## config.mk

```make
export PLATFORM = sky130hd
export DESIGN_NAME = serv_decode_queue
export DESIGN_NICKNAME = d
export VERILOG_FILES = /design/src/rtl/serv_decode_pkg.sv /design/src/rtl/serv_predecode.sv /design/src/rtl/serv_decode_queue.sv
export SDC_FILE = /design/constraint.sdc
export NUM_CORES = 1
export LEC_CHECK = 0
export ABC_AREA = 1
export BUFFER_PORTS_ARGS = -buffer_cell sky130_fd_sc_hd__buf_2
export CAP_MARGIN = 0
export CORE_ASPECT_RATIO = 1.2
export CORE_MARGIN = 2
export CORE_UTILIZATION = 40
export DETAILED_ROUTE_END_ITERATION = 8
export PLACE_DENSITY_LB_ADDON = 0.2
export SETUP_SLACK_MARGIN = 0.15
export SLEW_MARGIN = 10
export SYNTH_ARGS = -nofsm -noshare
export SYNTH_HDL_FRONTEND = slang
export SYNTH_SLANG_ARGS = --single-unit
```

## constraint.sdc

```tcl
create_clock -name clk -period 5.45 [get_ports clk]
set_clock_uncertainty 0.1 [all_clocks]
set_input_delay 0 -clock clk [delete_from_list [all_inputs] [get_ports clk]]
set_output_delay 0 -clock clk [all_outputs]
set_load 0.02 [all_outputs]
```

## src/rtl/serv_decode_pkg.sv

```systemverilog
// Shared opcode constants and predecode flag bundle for the decode queue.
package serv_decode_pkg;

  localparam logic [4:0] OP_LOAD   = 5'b00000;
  localparam logic [4:0] OP_MISC   = 5'b00011;
  localparam logic [4:0] OP_OPIMM  = 5'b00100;
  localparam logic [4:0] OP_AUIPC  = 5'b00101;
  localparam logic [4:0] OP_STORE  = 5'b01000;
  localparam logic [4:0] OP_OP     = 5'b01100;
  localparam logic [4:0] OP_LUI    = 5'b01101;
  localparam logic [4:0] OP_BRANCH = 5'b11000;
  localparam logic [4:0] OP_JALR   = 5'b11001;
  localparam logic [4:0] OP_JAL    = 5'b11011;
  localparam logic [4:0] OP_SYSTEM = 5'b11100;

  typedef struct packed {
    logic branch_op;
    logic dbus_en;
    logic rd_op;
    logic two_stage_op;
    logic mdu_op;
    logic illegal;
  } pdec_t;

endpackage

```

## src/rtl/serv_predecode.sv

```systemverilog
// Combinational classification of a fetched instruction word into class flags.
module serv_predecode
  import serv_decode_pkg::*;
#(
  parameter bit MDU = 1'b0
) (
  input  logic [31:0] i_wb_rdt,
  output pdec_t       o_pdec
);

  logic [4:0] op;
  logic [2:0] f3;
  logic       known_op;
  logic       m_ext;
  logic       unused_bits;

  assign op = i_wb_rdt[6:2];
  assign f3 = i_wb_rdt[14:12];
  // Register fields and immediates play no part in classification.
  assign unused_bits = ^{i_wb_rdt[31:26], i_wb_rdt[24:15], i_wb_rdt[11:7]};

  always_comb begin
    known_op = 1'b0;
    case (op)
      OP_LOAD, OP_MISC, OP_OPIMM, OP_AUIPC, OP_STORE, OP_OP,
      OP_LUI, OP_BRANCH, OP_JALR, OP_JAL, OP_SYSTEM: known_op = 1'b1;
      default:                                       known_op = 1'b0;
    endcase
  end

  assign m_ext = (op == OP_OP) & i_wb_rdt[25];

  always_comb begin
    o_pdec              = '0;
    o_pdec.branch_op    = op[4];
    o_pdec.dbus_en      = ~op[2] & ~op[4];
    o_pdec.rd_op        = op[2] | (op[4] & op[0]) | (~op[3] & ~op[0]);
    o_pdec.mdu_op       = MDU & m_ext;
    o_pdec.two_stage_op = ~op[2]
                        | (f3[0] & ~f3[1] & ~op[0] & ~op[4])
                        | (f3[1] & ~f3[2] & ~op[0] & ~op[4])
                        | (MDU & m_ext);
    o_pdec.illegal      = (i_wb_rdt[1:0] != 2'b11) | ~known_op | (~MDU & m_ext);
  end

endmodule

```

## src/rtl/serv_decode_queue.sv

```systemverilog
// Instruction FIFO between ibus and decode; words are classified on push and
// presented at the head with a valid/ready handshake.
module serv_decode_queue
  import serv_decode_pkg::*;
#(
  parameter int unsigned DEPTH = 2,
  parameter int unsigned PC_W  = 32,
  parameter bit          MDU   = 1'b0
) (
  input  logic                     clk,
  input  logic                     i_rst,
  input  logic [31:0]              i_wb_rdt,
  input  logic                     i_wb_en,
  input  logic [PC_W-1:0]          i_pc,
  input  logic                     i_flush,
  input  logic                     i_ready,
  output logic                     o_valid,
  output logic [29:0]              o_instr,
  output logic [PC_W-1:0]          o_pc,
  output logic                     o_branch_op,
  output logic                     o_dbus_en,
  output logic                     o_rd_op,
  output logic                     o_two_stage_op,
  output logic                     o_mdu_op,
  output logic                     o_illegal,
  output logic [$clog2(DEPTH):0]   o_count,
  output logic                     o_full,
  output logic                     o_ovf
);

  localparam int unsigned AW = $clog2(DEPTH);
  localparam int unsigned CW = AW + 1;

  logic [29:0]     instr_q [DEPTH];
  logic [PC_W-1:0] pc_q    [DEPTH];
  pdec_t           pdec_q  [DEPTH];

  logic [AW-1:0] rptr_q, rptr_d;
  logic [AW-1:0] wptr_q, wptr_d;
  logic [CW-1:0] count_q, count_d;
  logic          full_q, full_d;
  logic          ovf_q, ovf_d;

  pdec_t push_pdec;
  pdec_t head;
  logic  valid;
  logic  pop;
  logic  push;
  logic  push_w;

  serv_predecode #(.MDU(MDU)) u_predecode (
    .i_wb_rdt (i_wb_rdt),
    .o_pdec   (push_pdec)
  );

  assign valid  = (count_q != '0);
  assign pop    = valid & i_ready;
  // A pop frees the slot the same cycle, so a full queue can still accept.
  assign push   = i_wb_en & (~full_q | pop);
  assign push_w = push & ~i_flush;

  always_comb begin
    rptr_d  = rptr_q;
    wptr_d  = wptr_q;
    count_d = count_q;
    ovf_d   = ovf_q | (i_wb_en & full_q & ~pop & ~i_flush);
    if (i_flush) begin
      rptr_d  = '0;
      wptr_d  = '0;
      count_d = '0;
    end else begin
      if (pop)  rptr_d = rptr_q + AW'(1);
      if (push) wptr_d = wptr_q + AW'(1);
      case ({push, pop})
        2'b10:   count_d = count_q + CW'(1);
        2'b01:   count_d = count_q - CW'(1);
        default: count_d = count_q;
      endcase
    end
    full_d = (count_d == CW'(DEPTH));
  end

  always_ff @(posedge clk or posedge i_rst) begin
    if (i_rst) begin
      rptr_q  <= '0;
      wptr_q  <= '0;
      count_q <= '0;
      full_q  <= 1'b0;
      ovf_q   <= 1'b0;
      for (int unsigned i = 0; i < DEPTH; i++) begin
        instr_q[i] <= '0;
        pc_q[i]    <= '0;
        pdec_q[i]  <= '0;
      end
    end else begin
      rptr_q  <= rptr_d;
      wptr_q  <= wptr_d;
      count_q <= count_d;
      full_q  <= full_d;
      ovf_q   <= ovf_d;
      if (push_w) begin
        instr_q[wptr_q] <= i_wb_rdt[31:2];
        pc_q[wptr_q]    <= i_pc;
        pdec_q[wptr_q]  <= push_pdec;
      end
    end
  end

  always_comb begin
    head    = valid ? pdec_q[rptr_q]  : '0;
    o_instr = valid ? instr_q[rptr_q] : '0;
    o_pc    = valid ? pc_q[rptr_q]    : '0;
  end

  assign o_valid        = valid;
  assign o_branch_op    = head.branch_op;
  assign o_dbus_en      = head.dbus_en;
  assign o_rd_op        = head.rd_op;
  assign o_two_stage_op = head.two_stage_op;
  assign o_mdu_op       = head.mdu_op;
  assign o_illegal      = head.illegal;
  assign o_count        = count_q;
  assign o_full         = full_q;
  assign o_ovf          = ovf_q;

endmodule
```

==> flow_summary_export.csv, run 1 <==
group,metric,value,unit
synthesis,syn_area_per_cell,8.313,um2
clock_tree,clkLatencyLatePin,420,ps
setup_path,reg2reg_setup_slack,2880,ps
run,cap_viol_max_count,0,
pwr,power.share.clock,30.6,%
setup_path,arrival,2760,ps
pwr,p_leak,4.459,nW
pwr,p_int,2.786,mW
sta,rsz0062_at_grt,"false",
detailed_routing,num_vias,5590,
setup_path,max_stage_delay,760,ps
setup_path,required,5640,ps
synthesis,synth_top_area_share,53.32,%
sta,period_share,47.21,%
setup_path,cp_common_cell,"nand2_4",
setup_path,rr_worst_depth,8,
die,io_pins,142,
outcome,status,"finished, final reports clean",
clock_tree,post_cts_buffers,0,
placed_design,portBuffers,140,
setup_path,crit_path_cell_trace,"inv_2 -> nand2_4 -> nand2_4 -> nand2_4 -> nand3_4 -> buf_4 -> nand2_1 -> o21ai_2",
pwr,power.share.switching,35.06,%
synthesis,ys_ff_latch,138,
detailed_routing,wl,16270,um
setup_path,crit_path_end,"pc_q[20]",
sta,fin_crit,2573,ps
pwr,total_power,4.290,mW
die,dieWidth,120.2,um
sta,final-hold-violation-count,0,
setup_path,endpoint_kind,"register",
die,start_util,41.24,%
clock_tree,htreeDepth,4,
synthesis,yosys-top-cells-area,"dfrtp_1 (53%), nand2_1 (17%), o21ai_2 (6.1%)",
detailed_routing,detail_route.wl_per_cell,13.71,um
sta,slew_headroom,27.69,%
die,dieArea,17230,um2
clock_tree,clk_pin_slew,60,ps
detailed_routing,drc,0,
clock_tree,cts_tree,"done",
synthesis,synth_nets,850,
sta,setup_viol_count_final,0,
clock_tree,numCtsBuffers,17,
sta,worst_pin_slew,1085,ps
clock_tree,clock_tree.buffer_depth,2,
detailed_routing,viasPerCell,4.713,
cells_and_area,fin_area,8571,um2
cells_and_area,diodes,0,
pwr,p_switching,1.504,mW
setup_path,slowest_stage,"nand3_4",
die,core,15700,um2
setup_path,worstSetupPathType,"register to register",
min_path,hold_class,"input pin to async pin",
cells_and_area,layout-drive-gt1-share,24.03,%
setup_path,cp_max_fo,86,
pwr,ir_drop,223.2,uV
synthesis,yosysWarnings,0,
clock_tree,cts_root_buffer,"clkbuf_16",
detailed_routing,first_pass_iters,4,
placed_design,place_area,7186,um2
die,die_y,143.4,um
cells_and_area,ff_latch_area,3455,um2
pwr,powerDensity,500.6,nW/um2
setup_path,crit_start,"o_count[0]",
placed_design,dp_hpwl,9437,um
cells_and_area,multi_input_area,2424,um2
cells_and_area,fin_nets,1036,
cells_and_area,syn2layout_area_growth,32.34,%
synthesis,yosysTopAreaCell,"dfrtp_1",
setup_path,r2r-end,"pc_q[20]",
placed_design,gp_congestion,0.7536,
sta,finalMaxSlewViolations,0,
synthesis,synth_cell_types,24,
clock_tree,cts.sinks,138,
detailed_routing,postRouteAntennaNets,0,
global_routing,grt_usage,19.63,%
global_routing,grt_max_degree,87,
setup_path,startpoint_type,"register",
pwr,share_seq_of_total_power,37.7,%
clock_tree,postCtsResizedCells,0,
synthesis,syn-cell-area,6476,um2
die,rows,50,
global_routing,first_global_vias,5511,
synthesis,synthesis.instances,779,
setup_path,r2r-start,"o_count[0]",
pwr,combPwrFrac,31.7,%
sta,fin_setup_tns,0,ps
cells_and_area,fillers,1479,
synthesis,synth-seq-area-share,53.32,%
global_routing,antenna_found_initial,0,
global_routing,grt_pass1_wl,26700,um
sta,clock.fmax,388.7,MHz
detailed_routing,drt_iter0_drc,315,
global_routing,grt_overflow,0,
## power by group through the flow
stage	registers (mW)	logic (mW)	clock network, mW
2_1_floorplan	1.60	0.984	0
3_3_place_gp	1.62	1.31	0
3_5_place_dp	1.63	1.34	0
4_1_cts	1.61	1.38	1.34
5_1_grt	1.67	1.53	1.39
6_report	1.62	1.36	1.31
## final cells by class
type                            count  area share (%)
Sequential cell                   138           40.31
Multi-Input combinational cell    512           28.28
Timing Repair Buffer              217           16.99
Clock buffer                       19           5.285
Inverter                           79           3.518
Tap cell                          208           3.037
Clock inverter                     13           2.584
## worst min path at each step
| stage | startpoint | to | slack, ps | cells past startpoint |
|---|---|---|---|---|
| 6_report | i_rst | pc_q[42] | 160 | 3 |
| 3_3_place_gp | i_rst | pc_q[42] | 110 | 2 |
| 5_1_grt | i_rst | pc_q[42] | 230 | 3 |
| 3_5_place_dp | i_rst | pc_q[42] | 100 | 2 |
| 2_1_floorplan | i_wb_rdt[12] | instr_q[40] | 50 | 2 |
| 4_1_cts | i_rst | pc_q[10] | 200 | 3 |
## flip-flops by register name (all words and copies together) (netlist names)
register / count
rptr_q: 1
o_count: 2
o_full: 1
pdec_q: 8
wptr_q: 1
pc_q: 64
o_ovf: 1
instr_q: 60
## metrics by stage
| step | std cells | hold slack (ps) | setup WS (ps) | utilization [%] |
|---|---|---|---|---|
| 6_report | 1186 | 161.7 | 2877 | 54.58 |
| 5_1_grt | 1186 | 230.2 | 2608 | 54.58 |
| 4_1_cts | 1186 | 196.4 | 2825 | 54.58 |
| 3_5_place_dp | 1083 | 104.3 | 2862 | 45.76 |
| 3_3_place_gp | 1083 | 111.3 | 2895 | 45.76 |
| 2_1_floorplan | 779 | 48.43 | 1654 | - |
## routing by layer
layer	track usage, %	part of all wire, %
met1	25.68	47
met3	3.889	4.1
met5	0	0
met4	8.545	1.9
met2	31.76	47
## cells in the final DEF, fill, tap and decap left out, drive strengths merged
cell type    synthesis  final
clkbuf              15     19
o21bai               1      1
clkinvlp             0      1
conb                 1      1
nand3                6      6
nand4                1      1
buf                 35    146
clkinv               0      6
bufinv               0      6
dlygate4sd3          0     71
a21oi               69     69
or2                  1      1
dfrtp              138    138
inv                 79     79
o211ai               1      1
ha                   2      2
nor2                 7      7
nand2              290    290
o21ai              133    133
## logic make-up after synthesis
logic type | synth area share (%)
compound gates | 18.45
fa+ha+maj | 0.3863
buf+inv | 9.447
flops | 53.32
other cells | 0.05790
simple gates | 18.33
## critical path: cells and delay by family, from the launching register on
kind / cells / cell delay, ps
AND/OR/NAND/NOR: 5 / 1170
flip-flops: 1 / 380
buffers and inverters: 2 / 720
AO/OA/AOI/OAI: 1 / 60
## synth_stat cells (all sizes together)
| cell | number |
|---|---|
| or2 | 1 |
| nand3 | 6 |
| ha | 2 |
| o21ai | 133 |
| nor2 | 7 |
| o21bai | 1 |
| nand4 | 1 |
| o211ai | 1 |
| nand2 | 290 |
| buf | 35 |
| a21oi | 69 |
| inv | 79 |
| dfrtp | 138 |
| clkbuf | 15 |
| conb | 1 |
## what timing repair did
item / in CTS / in global routing
setup endpoints to repair: 0 / 0
hold buffers: 71 / 0
hold endpoints to repair: 221 / 0
Power figures use the tool's default switching activity.
==> run 2: changes to the inputs <==
==> constraint.sdc (replaced) <==
create_clock -name clk -period 2.2 [get_ports clk]
set_clock_uncertainty 0.1 [all_clocks]
set_input_delay 0 -clock clk [delete_from_list [all_inputs] [get_ports clk]]
set_output_delay 0 -clock clk [all_outputs]
set_load 0.02 [all_outputs]
==> run 2 against run 1 <==
Net effect:
- flip-flop and latch count unchanged
- routed wire length fell by 2.7%
- hold slack worse by 24 ps
- sequential power grew 150%
- critical path type is now register to output port
- critical path depth decreased by 4
- register-to-register slack lost 2400 ps
- worst setup slack got worse by 2500 ps
- largest power group unchanged
- non-clock buffer count increased by 7
- highest routed layer unchanged
- die area is the same
==> flow_summary_export.csv, run 2 (synthesis results as in run 1) <==
group,metric,value,unit
pwr,power.share.clock,27.1,%
sta,fin_crit,1833,ps
detailed_routing,drc,0,
setup_path,required,2100,ps
setup_path,max_stage_delay,380,ps
sta,finalMaxSlewViolations,0,
pwr,combPwrFrac,33.7,%
setup_path,r2r-end,"pc_q[9]",
cells_and_area,largest_reg_flops,64,
placed_design,dp_hpwl,9751,um
sta,fin_setup_tns,0,ps
outcome,status,"finished, final reports clean",
setup_path,rr_worst_depth,8,
clock_tree,postCtsResizedCells,0,
clock_tree,cts.sinks,138,
setup_path,cp.depth,4,
setup_path,crit_start,"rptr_q",
detailed_routing,detail_route.wl_per_cell,13.26,um
setup_path,cp_max_fo,35,
global_routing,grt_usage,19.16,%
setup_path,startpoint_type,"register",
detailed_routing,wl,15820,um
placed_design,place_area,7357,um2
die,dieWidth,120.2,um
clock_tree,clk_pin_slew,60,ps
setup_path,reg2reg_setup_slack,490,ps
setup_path,slowest_stage,"buf_4",
cells_and_area,diodes,0,
detailed_routing,first_pass_iters,5,
cells_and_area,fillers,1513,
die,rows,50,
detailed_routing,viasPerCell,4.659,
cells_and_area,syn2layout_area_growth,33.29,%
detailed_routing,drt_iter0_drc,348,
setup_path,crit_buf_inv,2,
cells_and_area,layout_commonest_cell,"nand2_1",
cells_and_area,regMostFlops,"pc_q",
cells_and_area,top_regs,"pc_q: 64 flops, instr_q: 60 flops, pdec_q: 8 flops",
cells_and_area,layout_common_cells,"nand2_1 (286), buf_2 (140), dfrtp_1 (137), inv_1 (74), dlygate4sd3_1 (70)",
pwr,p_leak,4.488,nW
clock_tree,cts_tree,"done",
setup_path,crit_path_end,"o_instr[2]",
run,cap_viol_max_count,0,
global_routing,grt_max_degree,74,
global_routing,first_global_vias,5378,
sta,setup_viol_count_final,0,
pwr,p_int,6.555,mW
clock_tree,cts_root_buffer,"clkbuf_16",
clock_tree,clock_tree.buffer_depth,2,
clock_tree,htreeDepth,4,
die,dieArea,17230,um2
setup_path,r2r-start,"o_count[0]",
global_routing,grt_overflow,0,
detailed_routing,num_vias,5558,
cells_and_area,fin_area,8632,um2
die,die_y,143.4,um
placed_design,portBuffers,140,
die,start_util,41.24,%
min_path,hold_class,"input pin to async pin",
sta,final-hold-violation-count,0,
die,io_pins,142,
pwr,share_seq_of_total_power,39.2,%
placed_design,gp_congestion,0.7459,
sta,clock.fmax,545.7,MHz
setup_path,worstSetupPathType,"register to output port",
global_routing,grt_pass1_wl,26120,um
setup_path,endpoint_kind,"output port",
pwr,powerDensity,1184,nW/um2
sta,period_share,83.30,%
global_routing,antenna_found_initial,0,
sta,rsz0062_at_grt,"false",
cells_and_area,fin_nets,1043,
detailed_routing,postRouteAntennaNets,0,
setup_path,path_delay_family,"buffers and inverters",
setup_path,arrival,1730,ps
pwr,power.share.switching,35.88,%
cells_and_area,layout-drive-gt1-share,24.26,%
clock_tree,numCtsBuffers,17,
clock_tree,clkLatencyLatePin,420,ps
die,core,15700,um2
pwr,ir_drop,552.0,uV
pwr,p_switching,3.668,mW
setup_path,crit_path_cell_trace,"buf_4 -> nand2_1 -> a21oi_1 -> buf_2",
-- run 2: through the flow --
| step | hold WS (ps) | total power, mW | util (%) | std cells | setup WS, ps |
|---|---|---|---|---|---|
| after floorplan | 48.43 | 6.389 | - | 779 | 378.9 |
| after global placement | 66.74 | 7.351 | 46.85 | 1091 | 517.5 |
| after detailed placement | 70.04 | 7.428 | 46.85 | 1091 | 484.5 |
| after CTS | 163.3 | 10.35 | 54.97 | 1193 | 345.5 |
| after global routing | 175.9 | 10.98 | 54.97 | 1193 | 211.4 |
| final | 138.0 | 10.22 | 54.97 | 1193 | 367.5 |
-- run 2: worst min-delay path, cell delays in order --
cell and delay, ps:
dlygate4sd3_1 530, buf_2 130, clkinvlp_4 100, buf_12 310
-- run 2: routing by layer --
metal	wire length [um]	global-route usage, %	vias up
met3	777	4.683	20
met1	7092	24.27	2566
met4	244	6.687	0
met2	7707	32.03	130
li1	-	-	2842
met5	0	0	-
-- run 2: area by class of cell --
class / count / area, um2 / share of cell area (%)
sequential: 138 / 3455 / 40.02
clock buffer: 24 / 481.7 / 5.581
inverter: 79 / 300.3 / 3.479
clock inverter: 8 / 92.59 / 1.073
multi-input combinational: 512 / 2424 / 28.08
timing repair buffer: 224 / 1619 / 18.76
tap: 208 / 260.3 / 3.015
-- run 2: worst min path at each step --
stage | endpoint | slack (ps) | start | cells past startpoint
6_report | pc_q[31] | 140 | i_rst | 4
3_5_place_dp | pc_q[28] | 70 | i_rst | 3
2_1_floorplan | instr_q[40] | 50 | i_wb_rdt[12] | 2
5_1_grt | pc_q[31] | 180 | i_rst | 4
3_3_place_gp | pc_q[60] | 70 | i_rst | 3
4_1_cts | pc_q[59] | 160 | i_rst | 4
-- run 2: power by group through the flow --
| stage | combinational (mW) | sequential (mW) | clock [mW] |
|---|---|---|---|
| final | 3.44 | 4.01 | 2.77 |
| after floorplan | 2.44 | 3.95 | 0 |
| after CTS | 3.49 | 4.01 | 2.85 |
| after detailed placement | 3.39 | 4.04 | 0 |
| after global routing | 3.86 | 4.13 | 2.99 |
| after global placement | 3.34 | 4.01 | 0 |
-- run 2: timing repair --
| item | 4_1_cts | 5_1_grt |
|---|---|---|
| endpoints found under the hold margin | 276 | 0 |
| buffers inserted | 0 | 0 |
| hold buffers | 70 | 0 |
